**src/rtl/mem_copy_pkg.sv**
```systemverilog
// Shared types and default widths for the block-copy engine.
package mem_copy_pkg;

  localparam int unsigned W_DEF = 8;
  localparam int unsigned A_DEF = 8;

  typedef enum logic [1:0] {
    IDLE  = 2'd0,
    READ  = 2'd1,
    WRITE = 2'd2,
    DONE  = 2'd3
  } copy_state_t;

endpackage

```
**src/rtl/mem_copy_engine.sv**
```systemverilog
// Block copy engine: moves len words from src to dst, one memory access per cycle,
// alternating a read cycle and a write cycle per word over a shared address pointer.
// Optional running checksum of written words: define COPY_CHECKSUM_EN.
module mem_copy_engine
  import mem_copy_pkg::*;
#(
  parameter int unsigned W = W_DEF,
  parameter int unsigned A = A_DEF
) (
  input  logic         clk,
  input  logic         reset,
  input  logic         start,
  input  logic [A-1:0] src_addr,
  input  logic [A-1:0] dst_addr,
  input  logic [A:0]   len,
  output logic         busy,
  output logic         done,
  output logic [A-1:0] mem_addr,
  output logic         mem_write_en,
  output logic [W-1:0] mem_wdata,
  input  logic [W-1:0] mem_rdata
`ifdef COPY_CHECKSUM_EN
  ,
  output logic [W-1:0] csum
`endif
);

  copy_state_t  state, state_n;
  logic [A-1:0] src_ptr, src_ptr_n;
  logic [A-1:0] dst_ptr, dst_ptr_n;
  logic [A:0]   remaining, remaining_n;
  logic [W-1:0] hold, hold_n;
  logic         we_q;
  logic         busy_n, done_n, we_n;
  logic [A-1:0] addr_n;
  logic [W-1:0] wdata_n;
`ifdef COPY_CHECKSUM_EN
  logic [W-1:0] csum_n;
`endif

  // Next-state, datapath and registered-output next values.
  always_comb begin
    state_n     = state;
    src_ptr_n   = src_ptr;
    dst_ptr_n   = dst_ptr;
    remaining_n = remaining;
    hold_n      = hold;
`ifdef COPY_CHECKSUM_EN
    csum_n      = csum;
`endif
    case (state)
      IDLE: begin
        if (start) begin
          src_ptr_n   = src_addr;
          dst_ptr_n   = dst_addr;
          remaining_n = len;
`ifdef COPY_CHECKSUM_EN
          csum_n      = '0;
`endif
          state_n     = (len == '0) ? DONE : READ;
        end
      end
      READ: begin
        hold_n    = mem_rdata;
        src_ptr_n = src_ptr + A'(1);
        state_n   = WRITE;
      end
      WRITE: begin
        dst_ptr_n   = dst_ptr + A'(1);
        remaining_n = remaining - (A+1)'(1);
`ifdef COPY_CHECKSUM_EN
        csum_n      = csum + hold;
`endif
        state_n     = (remaining == (A+1)'(1)) ? DONE : READ;
      end
      DONE: begin
        state_n = IDLE;
      end
      default: begin
        state_n = IDLE;
      end
    endcase

    busy_n  = (state_n != IDLE);
    done_n  = (state_n == DONE);
    we_n    = (state_n == WRITE);
    addr_n  = '0;
    wdata_n = '0;
    if (state_n == READ) begin
      addr_n = src_ptr_n;
    end else if (state_n == WRITE) begin
      addr_n  = dst_ptr_n;
      wdata_n = hold_n;
    end
  end

  // State, datapath and output registers with synchronous reset.
  always_ff @(posedge clk) begin
    if (reset) begin
      state     <= IDLE;
      src_ptr   <= '0;
      dst_ptr   <= '0;
      remaining <= '0;
      hold      <= '0;
      busy      <= 1'b0;
      done      <= 1'b0;
      we_q      <= 1'b0;
      mem_addr  <= '0;
      mem_wdata <= '0;
`ifdef COPY_CHECKSUM_EN
      csum      <= '0;
`endif
    end else begin
      state     <= state_n;
      src_ptr   <= src_ptr_n;
      dst_ptr   <= dst_ptr_n;
      remaining <= remaining_n;
      hold      <= hold_n;
      busy      <= busy_n;
      done      <= done_n;
      we_q      <= we_n;
      mem_addr  <= addr_n;
      mem_wdata <= wdata_n;
`ifdef COPY_CHECKSUM_EN
      csum      <= csum_n;
`endif
    end
  end

  // Reset must also kill the write already on the pins so nothing lands on the reset edge.
  assign mem_write_en = we_q & ~reset;

endmodule

```
**config.mk**
```make
export PLATFORM = sky130hd
export DESIGN_NAME = mem_copy_engine
export DESIGN_NICKNAME = d
export VERILOG_FILES = /design/src/rtl/mem_copy_pkg.sv /design/src/rtl/mem_copy_engine.sv
export SDC_FILE = /design/constraint.sdc
export NUM_CORES = 1
export LEC_CHECK = 0
export ABC_CLOCK_PERIOD_IN_PS = 2400
export BUFFER_PORTS_ARGS = -buffer_cell sky130_fd_sc_hd__clkbuf_2
export CAP_MARGIN = 20
export CORE_MARGIN = 4
export CORE_UTILIZATION = 54
export DETAILED_ROUTE_END_ITERATION = 10
export PLACE_DENSITY_LB_ADDON = 0.12
export SETUP_SLACK_MARGIN = 0.05
export SLEW_MARGIN = 20
export SYNTH_ARGS = -nofsm -noshare
export SYNTH_HDL_FRONTEND = slang
export SYNTH_SLANG_ARGS = --single-unit
```
**constraint.sdc**
```tcl
create_clock -name clk -period 2.4 [get_ports clk]
set_input_delay 0.36 -clock clk [delete_from_list [all_inputs] [get_ports clk]]
set_output_delay 0.36 -clock clk [all_outputs]
set_load 0.01 [all_outputs]
```
# Word-level counts from Yosys, hierarchy flattened

Index checks and enable logic that the tools add are counted.

Add/subtract/negate cells: 3
Muxes and demuxes: 13
Eq/ne operators: 8
Bitwise gates (word level): 3
Reductions and logical operators: 6

Operators with widths:

| kind                | count |
|---|---|
| $mux 8              | 5 |
| $pmux 8 s2          | 2 |
| $pmux 9 s2          | 1 |
| $add 8x1->8 const B | 2 |
| $eq 9x1->1 const B  | 1 |
| $logic_not 9->1     | 1 |
| $mux 9              | 1 |
| $sub 9x1->9 const B | 1 |
| $eq 2x2->1 const B  | 4 |
| $pmux 2 s4          | 1 |
| $mux 2              | 3 |
| $eq 2x1->1 const B  | 2 |
| $reduce_bool 2->1   | 2 |
| $reduce_or 3->1     | 1 |
| $logic_not 2->1     | 1 |
| $ne 2x2->1 const B  | 1 |
| $not 1->1           | 2 |
| $reduce_and 2->1    | 1 |
| $and 1x1->1         | 1 |

Output and inout bits: 19
Register bits after elaboration: 54

# Depth between registers and ports, before layout

Gate-level depths: netlist (run 1).

Depth in word-level cells: 7
Depth in mapped cells: 7
Depth with buffers taken out: 6

# Worst setup path before layout (run 1)

OpenSTA, ideal clock, no wires.

Path kind: reg-to-reg
Start point: register state[0]
End point: register mem_addr[6]
Stages on the path, launching flop included: 7
Arrival: 1372 ps
Path buffers: 2
Required time: 2283 ps
Library setup time: 117 ps
Setup slack: 910 ps
Cells stage by stage: dfxtp_1 > buf_6 > or3b_1 > buf_6 > o311ai_0 > nand3_1 > a32o_1

Word-level cells in the longest chain between the ends: 5
Elaborated cells on any way between the ends: 12
Classes of those cells: eq/ne: 5; mux: 6; reduce/logical: 1

RTL lines:

| element                                  | line                   | text |
|---|---|---|
| start: declaration                       | mem_copy_engine.sv:28  | `copy_state_t state, state_n;` |
| start signal: assignment                 | mem_copy_engine.sv:114 | `state <= state_n;` |
| $eq 2x2->1, or another cell as far along | mem_copy_engine.sv:51  | `case (state)` |
| $pmux 2 s4                               | mem_copy_engine.sv:51  |  |
| $eq 2x2->1                               | mem_copy_engine.sv:91  | `end else if (state_n == WRITE) begin` |
| $mux 8                                   | mem_copy_engine.sv:91  |  |
| $mux 8 *                                 | mem_copy_engine.sv:89  | `if (state_n == READ) begin` |
| end signal: assignment                   | mem_copy_engine.sv:122 | `mem_addr <= addr_n;` |
| end: declaration                         | mem_copy_engine.sv:18  | `output logic [A-1:0] mem_addr,` |

Mark *: on every way between the ends. The rest lies on a longest branch, timed or not.
A chain may end at the register's enable or synchronous reset.

# Worst setup path after layout (run 1)

Start point: register state[1]
End point: register mem_addr[6]

Same word-level chain as after synthesis.

==> flow_summary.ini, run 1 <==
[place]
gp_congestion = 0.855
pre_cts_ws_ns = 0.384
io_buffers = 54
hpwlAfterDp_um = 4210

[grt]
grt_pass1_vias = 1956
antenna_found_initial = 0
grt.overflow.total = 0
grt_first_pass_wirelength_um = 9340
grt_use_total_pct = 22.8
grt_max_degree = 17

[final_layout]
seqCellArea_um2 = 921
syn_to_final_growth_pct = 17.3
multi_input_area_um2 = 1200
final_common_cell = clkbuf_2
fin_nets = 343
num_antenna_cells = 0
drive_gt1_share_pct = 26.0
nFillCells = 339
layout_common_cells = 54 x clkbuf_2, 46 x dfxtp_1, 15 x a21oi_1, 15 x nand2_1, 13 x nor2_1

[sta]
worst_pin_slew_ns = 0.775
final_max_slew_viol_count = 0
slew_headroom_pct = 48.1
hold_viol_final = 0
period_share_pct = 86.8
rsz0062_at_grt = false
finalSetupViolCount = 0
setup_tns_ns = 0
clock_skew_ns = 0.00760
finalWorstSetupSlack_ns = 0.317
fmax_mhz = 480
period_minus_slack_ns = 2.08

[clock_network]
cts_root_buffer = clkbuf_8
ctsResizeCount = 0
path_clk_slew_ns = 0.09
cts_buffers = 5
insertion_delay_ns = 0.31
cts_setup_buffers = 0
cts_tree = done
clock_path_buffers = 2
clock-sinks = 46
holdBufCountCts = 0
cts-htree-levels = 2

[worst_hold_path]
hold_class = in2reg

[pwr]
leakagePower_nw = 1.10
ir_worst_vdd_mv = 0.462
p_per_area_nw_per_um2 = 668

[route]
drtIter0Drc = 173
wl_per_cell_um = 16.7
vias = 2157
remaining_drc_errors = 0
via_per_inst = 6.09
wirelength_um = 5910
drt.antenna.violating_nets = 0
firstDrtPassIters = 7

[yosys]
ys_types = 60
async_flop_share_pct = 0
synthFlopType = dfxtp_1
avgSynthCellArea_um2 = 8.94
synth_edf_count = 0
synth_seq_cells = 46
yosysWarnings = 0
seq_area_frac_synth_pct = 40.6
synth_area_um2 = 2270
synth_cells = 254
synth_nets = 294

[floorplan]
pin_count = 55
initial_core_util_pct = 56.3
die_w_um = 72.8
die_h_um = 72.8
die_area_um2 = 5300
rows = 23
coreArea_um2 = 4030

[worst_setup_path]
critPathMaxFanout = 12
crit_path_max_incr_delay_ns = 0.68
cp.required_ns = 2.60
crit_type = reg2reg
critPathSlowestCell = nor3b_2
critPathCaptureType = flop
arrival_ns = 2.28
path_cells = nor3b_2 -> nand4_1 -> and3_1 -> a32o_1
critPathLaunchType = flop

[run_status]
outcome = finished clean

[run]
drv_cap = 0
-- stage by stage --
stage,power [mW],util (%),hold slack [ns],instance area (um2),cells
floorplan,1.09,-,0.435,2270,254
CTS,1.79,66.1,0.241,2660,354
finish,1.78,66.1,0.245,2660,354
global placement,1.18,63.2,0.486,2540,346
global route,1.86,66.1,0.254,2660,354
detailed placement,1.19,63.2,0.493,2540,346
-- worst max-delay path: cells and delay by family, from the launching register on --
family          cells  cell delay, ns
flops               1            0.43
compound gates      1            0.31
simple gates        3            1.23
-- Yosys cell counts, drive strengths merged (2+ instances only) --
master	instances	share of area [%]
a211oi	2	0.66
a21oi	15	3.3
a221oi	4	1.5
a22oi	2	0.66
a31oi	7	2.2
a32o	7	3.1
a32oi	2	0.77
and2	9	2.5
and3	2	0.55
and3b	2	0.77
buf	12	3.6
clkbuf	7	1.2
dfxtp	46	41
ha	4	2.2
inv	11	1.8
mux2i	3	1.3
nand2	15	2.5
nand2b	4	1.1
nand3	12	2.6
nand4	5	1.4
nand4b	2	0.77
nor2	14	2.4
nor2b	9	2.6
nor3	5	1.6
nor3b	2	0.88
nor4	2	0.55
o211ai	5	1.9
o21ai	8	1.8
o22ai	5	1.4
o311ai	2	1.1
o32ai	2	0.77
or3	5	1.4
or4	3	0.99
xor2	3	1.2
-- sequential cells by signal (all words and copies together) (netlist names) --
signal,flops
remaining,9
dst_ptr,8
mem_addr,8
mem_wdata,8
src_ptr,8
state,2
busy,1
done,1
we_q,1
-- cells by family (layout without fill, tap and decap cells) --
kind of cell | count (synthesis) | after routing | share of synthesized area (%)
flops | 46 | 46 | 40.6
fa+ha+maj | 4 | 4 | 2.21
simple gates | 97 | 97 | 24.8
buf+inv | 30 | 80 | 6.67
xor+xnor | 4 | 4 | 1.54
compound gates | 70 | 70 | 22.9
mux | 3 | 3 | 1.32
-- power breakdown --
part	total, mW	internal (mW)	switching (mW)
clock	0.604	0.317	0.287
combinational	0.308	0.136	0.172
sequential	0.867	0.815	0.0522
-- per-layer routing --
metal	up-vias	GRT usage [%]	part of all wire, %
met4	0	5.94	1.2
li1	1043	-	-
met2	113	36.3	46
met1	990	31.5	43
met5	-	0	0
met3	11	4.68	9.4
-- area by class of cell --
type	instances	share of cell area [%]
clock buffers	5	2.58
clock inverters	3	1.83
inverters	11	1.55
multi-input cells	178	45.0
flip-flops and latches	46	34.6
well taps	50	2.35
repair buffers	61	12.1
-- worst paths after layout --
path	to	slack, ns	startpoint	cells past startpoint
min	mem_wdata[5]	0.25	mem_rdata[5]	2
min reg2reg	remaining[6]	0.52	remaining[6]	2
max	mem_addr[6]	0.32	state[1]	4
max reg2reg	mem_addr[6]	0.32	state[1]	4
Note: power is estimated with default switching activity, not from simulation.
==> run 2: changes to the inputs <==
--- a/config.mk
+++ b/config.mk
@@ -8,8 +8,9 @@
 export ABC_CLOCK_PERIOD_IN_PS = 2400
 export BUFFER_PORTS_ARGS = -buffer_cell sky130_fd_sc_hd__clkbuf_2
 export CAP_MARGIN = 20
+export CORE_ASPECT_RATIO = 1.5
 export CORE_MARGIN = 4
-export CORE_UTILIZATION = 54
+export CORE_UTILIZATION = 30
 export DETAILED_ROUTE_END_ITERATION = 10
 export PLACE_DENSITY_LB_ADDON = 0.12
 export SETUP_SLACK_MARGIN = 0.05
==> run 2 against run 1 <==
- wire length is 18% higher
- maximum frequency is 2.1% lower
- highest routed layer unchanged
- clock power is 13% lower
- count of clock-buffer cells in the layout stayed put
- non-clock buffer count is 1 higher
- clock skew is 0.0040 ns higher
==> flow_summary.ini, run 2 (synthesis gave the netlist of run 1 again) <==
[run_status]
outcome = finished clean

[clock_network]
cts_buffers = 5
cts-htree-levels = 2
holdBufCountCts = 0
cts_tree = done
clock-sinks = 46
cts_root_buffer = clkbuf_8
clock_path_buffers = 2
ctsResizeCount = 0
cts_setup_buffers = 0
path_clk_slew_ns = 0.10
insertion_delay_ns = 0.31

[final_layout]
fin_nets = 344
drive_gt1_share_pct = 26.2
largest_reg_flops = 9
regMostFlops = remaining
syn_to_final_growth_pct = 19.5
fin_cells = 405
final_common_cell = clkbuf_2
layout_common_cells = 54 x clkbuf_2, 46 x dfxtp_1, 15 x a21oi_1, 15 x nand2_1, 13 x nor2_1
num_antenna_cells = 0

[worst_hold_path]
hold_class = in2reg
worstHoldStart = mem_rdata[5]
holdPathEnd = mem_wdata[5]
holdPathStages = 2

[sta]
slew_headroom_pct = 51.5
setup_tns_ns = 0
hold_viol_final = 0
fmax_mhz = 470
period_minus_slack_ns = 2.13
rsz0062_at_grt = false
final_max_slew_viol_count = 0
clock_skew_ns = 0.0116
finalWorstSetupSlack_ns = 0.271
period_share_pct = 88.7
finalSetupViolCount = 0
worst_pin_slew_ns = 0.727

[pwr]
leakagePower_nw = 1.10
p_sw_share_pct = 31.6
clockPowerShare_pct = 30.7
p_per_area_nw_per_um2 = 631
power_frac_seq_pct = 51.2
combPwrFrac_pct = 18.1
ir_worst_vdd_mv = 0.305
p_sw_uw = 540
intPower_mw = 1.17

[place]
hpwlAfterDp_um = 5140
dpl.cell_count = 397
pre_cts_ws_ns = 0.303
io_buffers = 54
gp_congestion = 0.791

[grt]
grt_pass1_vias = 2090
grt.overflow.total = 0
grt_first_pass_wirelength_um = 11100
grt_use_total_pct = 15.8
antenna_found_initial = 0
grt_max_degree = 22

[floorplan]
pin_count = 55
die_w_um = 79.0
die_area_um2 = 9050
die_h_um = 115
rows = 38
initial_core_util_pct = 31.0
coreArea_um2 = 7320

[route]
via_per_inst = 5.25
drtIter0Drc = 121
drt.antenna.violating_nets = 0
firstDrtPassIters = 4
wl_per_cell_um = 17.2
wirelength_um = 6980
vias = 2128
remaining_drc_errors = 0

[run]
drv_cap = 0

[worst_setup_path]
arrival_ns = 2.38
critPathLaunchType = flop
regToRegSetupSlack_ns = 0.27
cp.required_ns = 2.65
r2r_start = state[0]
r2r_end = mem_addr[3]
rr_worst_depth = 4
critPathCaptureType = flop
critPathMaxFanout = 21
crit_type = reg2reg
==> run 2: final cells by class <==
cell class,instances,area [um2]
inverter,11,41.3
sequential,46,921
timing repair buffer,62,330
multi-input combinational,178,1200
clock inverter,3,28.8
clock buffer,5,68.8
tap,100,125
fill,817,4610
==> run 2: power by group through the flow <==
stage	combinational (mW)	clock, mW	sequential [mW]
final	0.310	0.525	0.876
after global routing	0.345	0.567	0.885
after CTS	0.315	0.535	0.875
after detailed placement	0.313	0	0.892
after global placement	0.315	0	0.893
after floorplan	0.212	0	0.877
==> run 2: per-layer routing <==
metal  part of all wire (%)  vias to the layer above  global-route usage (%)
li1                       -                     1046                       -
met1                     42                      998                    19.1
met2                     51                       73                    28.1
met3                    5.3                       11                    3.15
met4                    2.0                        0                    4.70
met5                      0                        -                       0
==> run 2: stage by stage <==
stage	hold slack, ns	power, mW	utilization (%)	instance area, um2
2_1_floorplan	0.435	1.09	-	2270
3_3_place_gp	0.501	1.21	35.7	2620
3_5_place_dp	0.510	1.21	35.7	2620
4_1_cts	0.235	1.73	37.0	2710
5_1_grt	0.230	1.80	37.0	2710
6_report	0.238	1.71	37.0	2710
==> run 2: how the worst max path moves through the flow <==
stage / startpoint / to / slack (ns) / cells after the start
2_1_floorplan: state[0] / mem_addr[6] / 0.91 / 6
3_3_place_gp: state[0] / mem_addr[3] / 0.36 / 4
4_1_cts: state[0] / mem_addr[3] / 0.29 / 4
6_report: state[0] / mem_addr[3] / 0.27 / 4
3_5_place_dp: state[0] / mem_addr[3] / 0.30 / 4
5_1_grt: state[0] / mem_addr[3] / 0.08 / 4
==> run 2: worst max-delay path, stage by stage, from the launching register on <==
cell and delay (ns):
dfxtp_1 0.80, nand2b_1 0.40, or3_1 0.45, a31oi_2 0.23, a32o_1 0.19
